`src/rtl/control_seq.sv`:
```
// Instruction fetch/decode/execute sequencer driving register-file load strobes.
// Stops in HALT on HLT, ack timeout or illegal opcode until reset.
module control_seq #(
   parameter int PC_W        = 8,
   parameter int ACK_TIMEOUT = 16
) (
   input  logic            clk,
   input  logic            rst,
   input  logic            start,
   input  logic [15:0]     mem_rdata,
   input  logic            mem_ack,
   output logic            mem_req,
   output logic [PC_W-1:0] mem_addr,
   output logic            rw,
   output logic            lsc,
   output logic            ldm,
   output logic            lacc,
   output logic [15:0]     load,
   output logic            busy,
   output logic            halted,
   output logic [1:0]      err
);

   localparam logic [2:0] S_IDLE   = 3'd0;
   localparam logic [2:0] S_FETCH  = 3'd1;
   localparam logic [2:0] S_DECODE = 3'd2;
   localparam logic [2:0] S_EXEC   = 3'd3;
   localparam logic [2:0] S_HALT   = 3'd4;

   localparam int CNT_W = $clog2(ACK_TIMEOUT + 1);
   localparam logic [CNT_W-1:0] CNT_LAST = CNT_W'(ACK_TIMEOUT - 1);

   logic [2:0]       state_q, state_d;
   logic [PC_W-1:0]  pc_q, pc_d;
   logic [15:0]      ir_q, ir_d;
   logic [15:0]      load_q, load_d;
   logic [CNT_W-1:0] cnt_q, cnt_d;
   logic [1:0]       err_q, err_d;
   logic             rw_q, rw_d;
   logic             ldm_q, ldm_d;
   logic             lacc_q, lacc_d;
   logic             lsc_q, lsc_d;
   logic [3:0]       op;

   assign op = ir_q[15:12];

   always_comb begin
      state_d = state_q;
      pc_d    = pc_q;
      ir_d    = ir_q;
      load_d  = load_q;
      cnt_d   = cnt_q;
      err_d   = err_q;
      rw_d    = 1'b0;
      ldm_d   = 1'b0;
      lacc_d  = 1'b0;
      lsc_d   = 1'b0;
      case (state_q)
         S_IDLE: begin
            if (start) begin
               state_d = S_FETCH;
               cnt_d   = '0;
            end
         end
         S_FETCH: begin
            // an ack on the last allowed wait cycle still wins over timeout
            if (mem_ack) begin
               ir_d    = mem_rdata;
               pc_d    = pc_q + 1'b1;
               cnt_d   = '0;
               state_d = S_DECODE;
            end else if (cnt_q == CNT_LAST) begin
               if (err_q == 2'b00) err_d = 2'b01;
               state_d = S_HALT;
            end else begin
               cnt_d = cnt_q + 1'b1;
            end
         end
         S_DECODE: begin
            load_d  = {4'b0000, ir_q[11:0]};
            state_d = S_EXEC;
            case (op)
               4'h1: begin ldm_d  = 1'b1; rw_d = 1'b1; end
               4'h2: begin lacc_d = 1'b1; rw_d = 1'b1; end
               4'h3: begin lsc_d  = 1'b1; rw_d = 1'b1; end
               default: ;
            endcase
         end
         S_EXEC: begin
            state_d = S_FETCH;
            cnt_d   = '0;
            case (op)
               4'h0, 4'h1, 4'h2, 4'h3: ;
               4'h4: pc_d = ir_q[PC_W-1:0];
               4'hF: state_d = S_HALT;
               default: begin
                  if (err_q == 2'b00) err_d = 2'b10;
                  state_d = S_HALT;
               end
            endcase
         end
         S_HALT: ;
         default: state_d = S_IDLE;
      endcase
   end

   always_ff @(posedge clk or negedge rst) begin
      if (!rst) begin
         state_q <= S_IDLE;
         pc_q    <= '0;
         ir_q    <= '0;
         load_q  <= '0;
         cnt_q   <= '0;
         err_q   <= 2'b00;
         rw_q    <= 1'b0;
         ldm_q   <= 1'b0;
         lacc_q  <= 1'b0;
         lsc_q   <= 1'b0;
      end else begin
         state_q <= state_d;
         pc_q    <= pc_d;
         ir_q    <= ir_d;
         load_q  <= load_d;
         cnt_q   <= cnt_d;
         err_q   <= err_d;
         rw_q    <= rw_d;
         ldm_q   <= ldm_d;
         lacc_q  <= lacc_d;
         lsc_q   <= lsc_d;
      end
   end

   assign mem_req  = (state_q == S_FETCH);
   assign mem_addr = pc_q;
   assign busy     = (state_q == S_FETCH) || (state_q == S_DECODE)
                  || (state_q == S_EXEC);
   assign halted   = (state_q == S_HALT);
   assign err      = err_q;
   assign load     = load_q;
   assign rw       = rw_q;
   assign ldm      = ldm_q;
   assign lacc     = lacc_q;
   assign lsc      = lsc_q;

endmodule

```
`config.mk`:
```
export PLATFORM = sky130hd
export DESIGN_NAME = control_seq
export DESIGN_NICKNAME = d
export VERILOG_FILES = /design/src/rtl/control_seq.sv
export SDC_FILE = /design/constraint.sdc
export NUM_CORES = 1
export LEC_CHECK = 0
export ABC_CLOCK_PERIOD_IN_PS = 3000
export CAP_MARGIN = 40
export CORE_MARGIN = 1.5
export CORE_UTILIZATION = 40
export DETAILED_ROUTE_END_ITERATION = 12
export GPL_ROUTABILITY_DRIVEN = 0
export PLACE_DENSITY = 0.73
export SYNTH_ARGS = -nofsm -noshare
export SYNTH_HDL_FRONTEND = slang
export SYNTH_SLANG_ARGS = --single-unit
```
`constraint.sdc`:
```
create_clock -name clk -period 3 [get_ports clk]
set_input_delay 0.6 -clock clk [delete_from_list [all_inputs] [get_ports clk]]
set_output_delay 0.6 -clock clk [all_outputs]
set_load 0.02 [all_outputs]
```
==> metrics.yaml, run 1 <==
power_and_ir_drop:
  pwr-share-comb: 0.436
  power_frac_seq: 0.392
  vdd_drop_max_mv: 0.513
  p_clk_frac: 0.172
  p_int_mw: 2.06
  cellPowerDensity_nw_per_um2: 1100
  leakage_nw: 1.25
  swShare: 0.367
  netSwitchingPower_mw: 1.19
global_routing:
  grt-ovfl-total: 0
  grt_pass1_wl_mm: 7.65
  grt_pass1_vias: 1561
  antenna_found_initial: 0
  grt_use_total: 0.159
  grt_max_degree: 39
setup_path:
  worstPathCellList: "or3b_4, inv_1, clkdlybuf4s50_1"
  critPathSlowestCell: "dfrtp_1"
  crit_path_start: "state_q[0]$_DFFE_PN0P_"
  critPathKind: "reg -> out"
  critPathRequiredTime_ns: 2.40
  crit_buf_inv: 2
  crit_arrival_ns: 2.03
  cp_max_fo: 12
  endpoint_kind: "primary output"
  startpoint_type: "flip-flop"
  cp_slowest_stage_delay_ns: 0.62
  r2r_start: "cnt_q[0]$_DFFE_PN0P_"
  crit_family: "buffers and inverters"
floorplan:
  start_util: 0.419
  die_h_um: 79.2
  die-area_um2: 6270
  die_width_um: 79.2
  coreArea_um2: 5540
  num_rows: 27
  ios: 53
timing:
  fin_ws_ns: 0.372
  setup_viol: 0
  setup_tns_ns: 0
  rsz0062_at_grt: "false"
  whs_ns: 0.164
  min_period_ns: 2.63
  hold_viol: 0
  finalMaxSlewViolations: 0
  finClkSkew_ns: 0.0108
  relSlewSlack: 0.485
  period_share: 0.876
  fmax_ghz: 0.381
  tightest_slew_ns: 0.772
synth:
  synth_area_leaders: "dfrtp_1 54%, mux2_2 13%, a21oi_1 2.8%"
  yosysTopAreaCellShare: 0.539
  syn_inst: 196
  synth_edf_count: 0
  synth-main-ff-cell: "dfrtp_1"
  yosysUniqueCellTypes: 48
  synth_seq_cells: 50
  syn_area_um2: 2320
  async_reset_ff_frac: 1.00
  syn_area_per_cell_um2: 11.8
  yosys.area.top_type: "dfrtp_1"
  synth.yosys.seq_area_share: 0.539
  yosysWarnings: 0
clock_tree:
  numCtsBuffers: 5
  cts_root_buf: "clkbuf_8"
  post_cts_buffers: 0
  cts.htree.levels: 2
  cts_resized: 0
  holdBufCountCts: 0
  clockBufferDepth: 2
  clock-sinks: 50
  tritoncts: "yes"
  clk_pin_slew_ns: 0.10
  clk_latency_ns: 0.30
drt:
  wl_met1_mm: 2.06
  detail_route.iter0.violations: 93
  vias: 1652
  wl_met2_mm: 2.18
  vias_per_cell: 5.21
  top_layer: "met4"
  dr_wl_met3_um: 219
  antenna_left: 0
  drcViolationCount: 0
  wirelength_mm: 4.53
  routedWlPerCell_um: 14.3
  firstDrtPassIters: 4
cells_and_area:
  final_cell_mix: "50 x dfrtp_1, 47 x clkdlybuf4s50_1, 27 x mux2_2, 13 x a21oi_1"
  nNetsFinal: 267
  layout_commonest_cell: "dfrtp_1"
  antenna_cells: 0
  num-fill-cells: 529
  layout-drive-gt1-share: 0.200
  areaGrowthSynthToFinish_pct: 27.5
  register_area_um2: 1250
  multiInputGateArea_um2: 975
run:
  cap_violations: 0
min_path:
  hold_class: "in -> async"
placement:
  place_ws_ns: 0.604
  dp_hpwl_mm: 3.17
  io_buffer_count: 48
run_status:
  status: "completed"
## cells by family after synthesis
group           synth area share
simple gates               0.142
flops                      0.539
compound gates             0.116
mux                        0.135
buf+inv                   0.0458
fa+ha+maj                 0.0162
other cells              0.00162
xor+xnor                 0.00377
## power groups by stage
stage | Clock, mW | Sequential, mW | Combinational, mW
finish | 0.560 | 1.27 | 1.42
global placement | 0 | 1.28 | 1.41
global route | 0.603 | 1.33 | 1.55
CTS | 0.576 | 1.28 | 1.43
floorplan | 0 | 1.36 | 0.831
detailed placement | 0 | 1.29 | 1.42
## cell usage after synthesis (2+ instances only)
cell       count
dfrtp_1       50
buf_2          2
nand3_1        7
or3b_4         2
o21ai_0       12
buf_6          2
o2bb2ai_1      2
o22ai_1        3
and3b_1        2
nor3b_1        3
nand2_1       10
and3_1         2
ha_1           3
nand2b_1       3
mux2_2        27
or2_2          2
inv_1          4
a22o_1         2
buf_4          5
clkbuf_1       2
nor2_1        12
a21oi_1       13
## layout make-up
cell class              instances  share of cell area
flip-flops and latches         50               0.423
clock inverters                 3              0.0233
multi-input cells             133               0.329
repair buffers                 50               0.166
inverters                       4             0.00507
well taps                      72              0.0304
clock buffers                   5              0.0233
## metrics by stage
stage	area, µm²	std cells	power (mW)	util
final	2960	317	3.25	0.534
after global routing	2960	317	3.48	0.534
after CTS	2960	317	3.28	0.534
after detailed placement	2820	309	2.71	0.509
after global placement	2820	309	2.68	0.509
after floorplan	2330	199	2.19	-
## sequential cells by signal, indices dropped and copies added, names as in the netlist, 2 cells and up
signal	count
err	2
ir_q	16
load	12
cnt_q	5
mem_addr	8
state_q	3
## layer usage
metal / global-route usage / vias to the layer above
li1: - / 789
met1: 0.217 / 814
met2: 0.244 / 44
met3: 0.0391 / 5
met4: 0.0579 / 0
met5: 0 / -
## worst paths after layout
check / slack, ns / end / cells after the start
worst max-delay path: 0.37 / mem_req / 3
worst min-delay path: 0.16 / err[1]$_DFFE_PN0P_ / 1
worst max register to register: 0.99 / cnt_q[1]$_DFFE_PN0P_ / 7
worst min register to register: 0.50 / cnt_q[4]$_DFFE_PN0P_ / 1
max in group asynchronous: 2.06 / load[8]$_DFFE_PN0P_ / 2
min in group clk: 0.50 / cnt_q[4]$_DFFE_PN0P_ / 1
## worst register-to-register path, stage by stage (launching register included)
cell	delay, ns
dfrtp_1	0.40
ha_1	0.20
and3_1	0.17
ha_1	0.19
or3b_2	0.51
a21boi_4	0.20
or2_1	0.15
a22o_1	0.14
(Power assumes the default switching activity.)
==> run 2, diff against run 1 <==
--- a/config.mk
+++ b/config.mk
@@ -12,6 +12,7 @@
 export DETAILED_ROUTE_END_ITERATION = 12
 export GPL_ROUTABILITY_DRIVEN = 0
 export PLACE_DENSITY = 0.73
+export SLEW_MARGIN = 0
 export SYNTH_ARGS = -nofsm -noshare
 export SYNTH_HDL_FRONTEND = slang
 export SYNTH_SLANG_ARGS = --single-unit
==> results of run 2 <==
Same layout as run 1: the final DEF is identical, and so are final timing and power.
==> run 3, diff against run 2 <==
--- a/config.mk
+++ b/config.mk
@@ -7,12 +7,14 @@
 export LEC_CHECK = 0
 export ABC_CLOCK_PERIOD_IN_PS = 3000
 export CAP_MARGIN = 40
+export CELL_PAD_IN_SITES_DETAIL_PLACEMENT = 1
+export CELL_PAD_IN_SITES_GLOBAL_PLACEMENT = 2
 export CORE_MARGIN = 1.5
-export CORE_UTILIZATION = 40
+export CORE_UTILIZATION = 35
 export DETAILED_ROUTE_END_ITERATION = 12
 export GPL_ROUTABILITY_DRIVEN = 0
-export PLACE_DENSITY = 0.73
-export SLEW_MARGIN = 0
+export PLACE_DENSITY = 0.92
+export SLEW_MARGIN = 30
 export SYNTH_ARGS = -nofsm -noshare
 export SYNTH_HDL_FRONTEND = slang
 export SYNTH_SLANG_ARGS = --single-unit
==> run 3 against run 2 <==
- die area is 14% higher
- register-to-register slack got worse by 0.02 ns
- wire length grew 14%
- hold slack improved by 0.24 ns
- clock-buffer cell count did not move
- first-iteration DRC count increased by 12%
- worst setup slack about the same
- cell count rose by 1.6%
- via count increased by 1.1%
- critical path type unchanged
- critical endpoint unchanged
- highest routed layer unchanged
==> metrics.yaml, run 3 (synthesized netlist as in run 1, its figures left out) <==
run_status:
  status: "completed"
floorplan:
  ios: 53  # unchanged
  die_width_um: 84.4  # +6.6%
  start_util: 0.363  # -0.0555
  die-area_um2: 7130  # +14%
  coreArea_um2: 6390  # +15%
  num_rows: 29  # +7.4%
  die_h_um: 84.4  # +6.6%
cells_and_area:
  final_cell_mix: "50 x dfrtp_1, 47 x clkdlybuf4s50_1, 27 x mux2_2, 13 x a21oi_1"
  largest_reg_flops: 16  # unchanged
  areaGrowthSynthToFinish_pct: 26.7
  antenna_cells: 0  # unchanged
  layout-drive-gt1-share: 0.200  # unchanged
  layout_commonest_cell: "dfrtp_1"
  largest-register: "ir_q"
  nNetsFinal: 267  # unchanged
  num-fill-cells: 698  # +32%
  fin_util: 0.460  # -0.0737
global_routing:
  grt_pass1_vias: 1762  # +13%
  grt_max_degree: 51  # +31%
  grt_pass1_wl_mm: 8.73  # +14%
  antenna_found_initial: 0  # unchanged
  grt_use_total: 0.155  # -0.00415
  grt-ovfl-total: 0  # unchanged
clock_tree:
  cts_root_buf: "clkbuf_8"
  cts.htree.levels: 2  # unchanged
  clockBufferDepth: 2  # unchanged
  clk_latency_ns: 0.31  # about the same
  holdBufCountCts: 0  # unchanged
  numCtsBuffers: 5  # unchanged
  post_cts_buffers: 0  # unchanged
  tritoncts: "yes"
  cts_resized: 0  # unchanged
  clock-sinks: 50  # unchanged
  clk_pin_slew_ns: 0.09  # about the same
placement:
  io_buffer_count: 48  # unchanged
  place_ws_ns: 0.547  # -0.0567 ns
  dp_hpwl_mm: 3.66  # +16%
power_and_ir_drop:
  p_clk_frac: 0.150  # -0.022
  p_int_mw: 1.97  # -4.0%
  pwr-share-comb: 0.451  # +0.015
  vdd_drop_max_mv: 0.511  # -0.39%
  power_frac_seq: 0.399  # +0.007
  total_power_mw: 3.21  # -1.1%
  netSwitchingPower_mw: 1.24  # +4.0%
  cellPowerDensity_nw_per_um2: 1090  # -0.46%
  leakage_nw: 1.24  # -0.79%
  swShare: 0.386  # +0.0188
run:
  cap_violations: 0  # unchanged
drt:
  detail_route.iter0.violations: 104  # +12%
  wirelength_mm: 5.15  # +14%
  antenna_left: 0  # unchanged
  vias_per_cell: 5.19  # -0.48%
  firstDrtPassIters: 4  # unchanged
  drcViolationCount: 0  # unchanged
  vias: 1670  # +1.1%
  routedWlPerCell_um: 16.0  # +12%
setup_path:
  r2r_start: "cnt_q[0]$_DFFE_PN0P_"
  critPathSlowestCell: "dfrtp_1"
  rr_endpoint: "cnt_q[1]$_DFFE_PN0P_"
  critPathKind: "reg -> out"
  critPathRequiredTime_ns: 2.40  # about the same
  crit_arrival_ns: 2.03  # about the same
  cp_max_fo: 12  # unchanged
  worstPathCellList: "or3b_4, inv_1, clkdlybuf4s50_1"
  endpoint_kind: "primary output"
  cp_slowest_stage_delay_ns: 0.63  # about the same
  r2r_cells: 7  # unchanged
  crit_path_start: "state_q[0]$_DFFE_PN0P_"
  rrSetupSlack_ns: 0.97  # -0.02 ns
  startpoint_type: "flip-flop"
  crit_family: "buffers and inverters"
  crit_buf_inv: 2  # unchanged
timing:
  finalMaxSlewViolations: 0  # unchanged
  finClkSkew_ns: 0.00980  # -0.00103 ns
  tightest_slew_ns: 0.725  # -0.0467 ns
  relSlewSlack: 0.516  # +0.0312
  min_period_ns: 2.63  # +0.000277 ns
  setup_viol: 0  # unchanged
  fmax_ghz: 0.381  # about the same
  rsz0062_at_grt: "false"
  fin_ws_ns: 0.372  # -0.000277 ns
  period_share: 0.876  # about the same
  hold_viol: 0  # unchanged
  setup_tns_ns: 0  # unchanged
  whs_ns: 0.399  # +0.235 ns
min_path:
  hold_class: "in -> async"
[run 3: how the worst max path moves through the flow]
stage	cells after the start	to
finish	3	mem_req
global route	3	mem_req
CTS	3	mem_req
detailed placement	5	mem_addr[3]$_DFFE_PN0P_
global placement	5	mem_addr[3]$_DFFE_PN0P_
floorplan	7	cnt_q[1]$_DFFE_PN0P_
[run 3: through the flow]
step	instance area, µm²	std cells
global placement	2830	314
finish	2940	322
CTS	2940	322
global route	2940	322
floorplan	2330	199
detailed placement	2830	314
[run 3: area by class of cell]
class                   count  area (µm²)  share of cell area
multi-input cells         133         975               0.331
clock inverters             3        43.8              0.0149
clock buffers               5        68.8              0.0234
inverters                   4        15.0             0.00511
well taps                  77        96.3              0.0328
repair buffers             50         490               0.167
flip-flops and latches     50        1250               0.426
[run 3: power by group through the flow]
| stage | combinational [mW] | clock, mW | sequential (mW) |
|---|---|---|---|
| after floorplan | 0.831 | 0 | 1.36 |
| after global placement | 1.42 | 0 | 1.28 |
| after detailed placement | 1.46 | 0 | 1.29 |
| after CTS | 1.47 | 0.499 | 1.28 |
| after global routing | 1.57 | 0.530 | 1.34 |
| final | 1.45 | 0.483 | 1.28 |
[run 3: routing by layer]
| layer | GRT usage | vias to the layer above | share of wire |
|---|---|---|---|
| li1 | - | 796 | - |
| met2 | 0.262 | 28 | 0.50 |
| met4 | 0.0396 | 0 | 0.012 |
| met1 | 0.202 | 841 | 0.46 |
| met5 | 0 | - | 0 |
| met3 | 0.0334 | 5 | 0.028 |
